### config.mk
export PLATFORM = sky130hd
export DESIGN_NAME = operand_loader
export DESIGN_NICKNAME = d
export VERILOG_FILES = /design/src/rtl/operand_loader.sv
export SDC_FILE = /design/constraint.sdc
export NUM_CORES = 1
export LEC_CHECK = 0
export CAP_MARGIN = 40
export CORE_MARGIN = 10
export CORE_UTILIZATION = 60
export CTS_BUF_LIST = sky130_fd_sc_hd__clkbuf_8 sky130_fd_sc_hd__clkbuf_16
export DETAILED_ROUTE_END_ITERATION = 7
export GPL_ROUTABILITY_DRIVEN = 0
export GPL_TIMING_DRIVEN = 0
export PLACE_DENSITY = 0.89
export SETUP_SLACK_MARGIN = 0.5
export SLEW_MARGIN = 20
export SYNTH_ARGS = -nofsm -noshare
export SYNTH_HDL_FRONTEND = slang
export SYNTH_SLANG_ARGS = --single-unit
### constraint.sdc
create_clock -name clk -period 4.89 [get_ports clk]
set_input_delay 0.7335 -clock clk [delete_from_list [all_inputs] [get_ports clk]]
set_output_delay 0.7335 -clock clk [all_outputs]
set_load 0.01 [all_outputs]
### src/rtl/operand_loader.sv
// -----------------------------------------------------------------------------
// operand_loader
//
// Front end for the lab 5 adder / 7-segment display block. It turns raw board
// slide switches and one bouncy pushbutton into two registered operands that
// are entered one after the other.
//
// Ports
//   clk    in   1      system clock, all state updates on the rising edge
//   rst    in   1      asynchronous, active-high reset
//   sw     in   WIDTH  raw slide switches (asynchronous to clk)
//   btn    in   1      raw pushbutton, active-high, asynchronous and bouncy
//   op_a   out  WIDTH  first operand, feeds adder input0
//   op_b   out  WIDTH  second operand, feeds adder input1
//   valid  out  1      both operands hold a completed entry
//   load   out  1      one-cycle pulse in the cycle after any operand capture
//   state  out  2      FSM state for LEDs: 0=WAIT_A, 1=WAIT_B, 2=DONE
//
// Parameters
//   WIDTH      operand width, matches the adder inputs
//   DB_CYCLES  consecutive stable clocks before the debounced level changes
//              (must be 2 or more)
//   CNT_W      debounce counter width, 2**CNT_W must exceed DB_CYCLES
// -----------------------------------------------------------------------------
module operand_loader #(
   parameter int WIDTH     = 3,
   parameter int DB_CYCLES = 500000,
   parameter int CNT_W     = 19
) (
   input  logic             clk,
   input  logic             rst,
   input  logic [WIDTH-1:0] sw,
   input  logic             btn,
   output logic [WIDTH-1:0] op_a,
   output logic [WIDTH-1:0] op_b,
   output logic             valid,
   output logic             load,
   output logic [1:0]       state
);

   typedef enum logic [1:0] {
      WAIT_A = 2'd0,
      WAIT_B = 2'd1,
      DONE   = 2'd2
   } state_t;

   localparam logic [CNT_W-1:0] CNT_LAST = CNT_W'(DB_CYCLES - 1);

   state_t           cur_state;
   state_t           nxt_state;

   logic             btn_meta;
   logic             btn_s;
   logic [WIDTH-1:0] sw_meta;
   logic [WIDTH-1:0] sw_s;

   logic             db;
   logic [CNT_W-1:0] cnt;
   logic             cnt_done;
   logic             press;

   logic [WIDTH-1:0] op_a_nxt;
   logic [WIDTH-1:0] op_b_nxt;
   logic             valid_nxt;

   // --------------------------------------------------------------------------
   // Two-flop synchronisers for the button and every switch bit
   // --------------------------------------------------------------------------
   always_ff @(posedge clk or posedge rst) begin
      if (rst) begin
         btn_meta <= 1'b0;
         btn_s    <= 1'b0;
         sw_meta  <= '0;
         sw_s     <= '0;
      end else begin
         btn_meta <= btn;
         btn_s    <= btn_meta;
         sw_meta  <= sw;
         sw_s     <= sw_meta;
      end
   end

   // --------------------------------------------------------------------------
   // Debounce: the level only moves after DB_CYCLES consecutive clocks that
   // disagree with it; any single agreeing cycle restarts the count.
   // --------------------------------------------------------------------------
   assign cnt_done = (cnt == CNT_LAST);

   always_ff @(posedge clk or posedge rst) begin
      if (rst) begin
         db  <= 1'b0;
         cnt <= '0;
      end else if (btn_s == db) begin
         cnt <= '0;
      end else if (cnt_done) begin
         db  <= btn_s;
         cnt <= '0;
      end else begin
         cnt <= cnt + CNT_W'(1);
      end
   end

   // The edge on which db flips 0->1. The FSM acts on this same edge, so the
   // capture lines up with the debounced level change rather than one later.
   assign press = ~db & btn_s & cnt_done;

   // --------------------------------------------------------------------------
   // Operand entry FSM: state register plus registered outputs
   // --------------------------------------------------------------------------
   always_ff @(posedge clk or posedge rst) begin
      if (rst) begin
         cur_state <= WAIT_A;
         op_a      <= '0;
         op_b      <= '0;
         valid     <= 1'b0;
         load      <= 1'b0;
      end else begin
         cur_state <= nxt_state;
         op_a      <= op_a_nxt;
         op_b      <= op_b_nxt;
         valid     <= valid_nxt;
         load      <= press;
      end
   end

   always_comb begin
      nxt_state = cur_state;
      op_a_nxt  = op_a;
      op_b_nxt  = op_b;
      valid_nxt = valid;
      case (cur_state)
         WAIT_A: begin
            if (press) begin
               op_a_nxt  = sw_s;
               nxt_state = WAIT_B;
            end
         end
         WAIT_B: begin
            if (press) begin
               op_b_nxt  = sw_s;
               valid_nxt = 1'b1;
               nxt_state = DONE;
            end
         end
         DONE: begin
            // A press here starts a fresh entry: the new value becomes op_a
            // directly, so no separate clear press is needed.
            if (press) begin
               op_a_nxt  = sw_s;
               op_b_nxt  = '0;
               valid_nxt = 1'b0;
               nxt_state = WAIT_B;
            end
         end
         default: begin
            // Unused encoding 3 falls back to WAIT_A on the next clock.
            nxt_state = WAIT_A;
         end
      endcase
   end

   assign state = cur_state;

endmodule

==> metrics.md <==
| Metric | Value |
|---|---|
| Max incr delay on CP | 0.58 ns |
| Final core occ | 0.741 |
| MaxCap Viol Count | 0 |
| Gr usage total | 0.130 |
| Setup Skew | 0.00995 ns |
| Placement row count | 19 |
| DP Worst Slack | 2.91 ns |
| Max frequency | 491 MHz |
| Synth cell count leaders | 38 x dfrtp_1, 13 x nor2_1, 9 x and3_1, 9 x nand3_1, 7 x xor2_1 |
| Clock slew at reported path FFs | 0.07 ns |
| Power Dens Cells | 292 mW/mm^2 |
| Number of clock sinks | 38 |
| Cell taking the most area after synthesis | dfrtp_1 |
| Clk Latency, worst-skew pair | 0.29 ns |
| Post-synth EDFFs | 0 |
| Combinational fraction of design power | 0.034 |
| # diodes | 0 |
| Switching share of total power | 0.202 |
| Post-route design area | 0.00204 mm^2 |
| Drt drc | 0 |
| P_int | 0.476 mW |
| Mean area per synthesized cell | 11.3 um^2 |
| Final hold viol count | 0 |
| HPWL Detailed | 2410 um |
| Core area | 0.00276 mm^2 |
| Worst rel slew slack | 0.669 |
| Synth Flop Type | dfrtp_1 |
| Layout cells sized above 1 | 0.124 |
| Status | finished, final reports clean |
| Layout Cells excl Fill | 208 |
| Worst Path Max Fanout | 7 |
| Pin count of the biggest net entering global routing | 39 |
| Data arrival, critical path | 1.30 ns |
| Synth Register Bits | 38 |
| Seq/Total Area, Yosys | 0.550 |
| Synth top area cells | dfrtp_1 55%, xor2_1 3.5%, and3_1 3.3% |
| RSZ-0062 raised after global routing | false |
| Fin crit share | 0.417 |
| Avg WL per Cell | 16.3 um |
| Layout area overhead | 18.2% |
| Dpl cells | 199 |
| Min cycle time layout | 2.04 ns |
| Synthesized cell area | 0.00173 mm^2 |
| Initial core utilization | 0.627 |
| First-pass GRT wire length | 5610 um |
| Final WS setup | 2.85 ns |
| Vias in the first global route | 1,156 |
| Chip width | 73.7 um |
| Sequential share of power | 0.542 |
| CTS tree | done |
| Synth top area share | 0.550 |
| Worst Path Required | 4.16 ns |
| Total CTS buffers | 5 |
| Leak | 0.896 nW |
| DP Area | 0.00192 mm^2 |
| Mapped Cells | 153 |
| Post-route ant nets | 0 |
| Family with the most delay on the worst path | buffers and inverters |
| Fill cells | 179 |
| Final net count | 184 |
| Ports | 16 |
| Post-Route WL | 3380 um |
| Synth Warn # | 0 |
| Worst setup SP type | flip-flop |
| Drt first pass iters | 4 |
| CTS Buffer Depth | 2 |
| Worst hold path class | flip-flop to flip-flop |
| Routed vias | 1,254 |
| Die footprint | 0.00543 mm^2 |
| Gr ovfl total | 0 |
| Clock root buffer | clkbuf_8 |
| Setup repair bufs after CTS | 0 |
| Initial antenna violation count | 0 |
| Syn Nets | 161 |
| Cts-stage hold buffer count | 0 |
| Buf/Inv on CP | 1 |
| Clock power frac | 0.424 |
| Most frequent cell after synthesis | dfrtp_1 |
| Initial DRC Count | 159 |
| Die height | 73.7 um |
| Worst-Margin Slew | 0.492 ns |
| Synth unique cells | 36 |
| Setup Crit Path Kind | flip-flop to primary output |
| Async S/R FF share, synth | 1.00 |
| P_sw | 0.120 mW |
| CP Capture Type | primary output |
| Setup TNS | 0 ns |
| H-tree Lvls | 2 |
| Max-slew violations | 0 |
| I/O Buffers | 15 |
| CP max-delay cell | clkdlybuf4s50_1 |
| Final setup viols | 0 |
| PostCTS Resize Cnt | 0 |
| Cell chain of the critical path | clkdlybuf4s50_1 |
| Peak supply drop | 329 uV |
| Vias per cell | 6.03 |
[cells in the final DEF, fill, tap and decap left out, drive strengths merged, types with 7 or more instances in the layout]
master and n:
and3 9, nor2 13, clkbuf 7, nand3 10, dfrtp 38, clkdlybuf4s50 15, inv 8, xor2 7
[registers in the layout, summed over array words and instances (netlist names)]
register  count
cnt          19
state         2
btn_s         1
op_a          3
btn_meta      1
load          1
valid         1
sw_meta       3
db            1
sw_s          3
op_b          3
[metal layers]
metal | GRT usage | share of wire | vias up | routed length (um)
li1 | - | - | 604 | -
met1 | 0.163 | 0.45 | 624 | 1520
met2 | 0.207 | 0.50 | 20 | 1680
met3 | 0.0363 | 0.042 | 6 | 141
met4 | 0.0497 | 0.013 | 0 | 43
met5 | 0 | 0 | - | 0
[stage by stage]
step	total power [mW]	hold slack, ns
after detailed placement	0.348	0.335
after global placement	0.346	0.334
after floorplan	0.339	0.331
after CTS	0.598	0.352
after global routing	0.617	0.362
final	0.596	0.354
[worst reg2reg max path, cell delays in order (launching register included)]
cell	delay, ns
dfrtp_1	0.39
ha_1	0.25
and3_1	0.17
buf_2	0.16
and3_1	0.26
a21o_1	0.29
buf_2	0.27
nor2_1	0.08
[area by class of cell]
type,instances,area [um^2],share of cell area
clock buffer,5,68.8,0.0337
sequential,38,951,0.465
multi-input combinational,103,726,0.355
inverter,6,22.5,0.0110
timing repair buffer,16,170,0.0833
tap,31,38.8,0.0190
buffer,6,28.8,0.0141
clock inverter,3,37.5,0.0184
[worst paths after layout]
kind / startpoint / endpoint / slack (ns) / cells after the start
max: state[1] / state[1] / 2.85 / 1
min in group asynchronous: rst / cnt[2] / 0.61 / 2
min: btn_meta / btn_s / 0.35 / 0
max in group asynchronous: rst / cnt[17] / 3.90 / 3
max reg2reg: cnt[0] / cnt[3] / 2.89 / 7
min reg2reg: btn_meta / btn_s / 0.35 / 0
[logic make-up after synthesis]
| group | count (synthesis) | synth area share |
|---|---|---|
| AO/OA/AOI/OAI | 21 | 0.0789 |
| adder cells (fa/ha/maj) | 2 | 0.0145 |
| buffers and inverters | 12 | 0.0297 |
| AND/OR/NAND/NOR | 65 | 0.245 |
| XOR/XNOR | 11 | 0.0558 |
| flip-flops | 38 | 0.550 |
| multiplexers | 4 | 0.0261 |
[power groups by stage]
| stage | clock network, mW | logic [mW] | registers (mW) |
|---|---|---|---|
| final | 0.253 | 0.0201 | 0.323 |
| after global placement | 0 | 0.0174 | 0.328 |
| after global routing | 0.271 | 0.0226 | 0.324 |
| after detailed placement | 0 | 0.0187 | 0.329 |
| after CTS | 0.256 | 0.0188 | 0.323 |
| after floorplan | 0 | 0.0113 | 0.328 |
(Power assumes the default switching activity.)
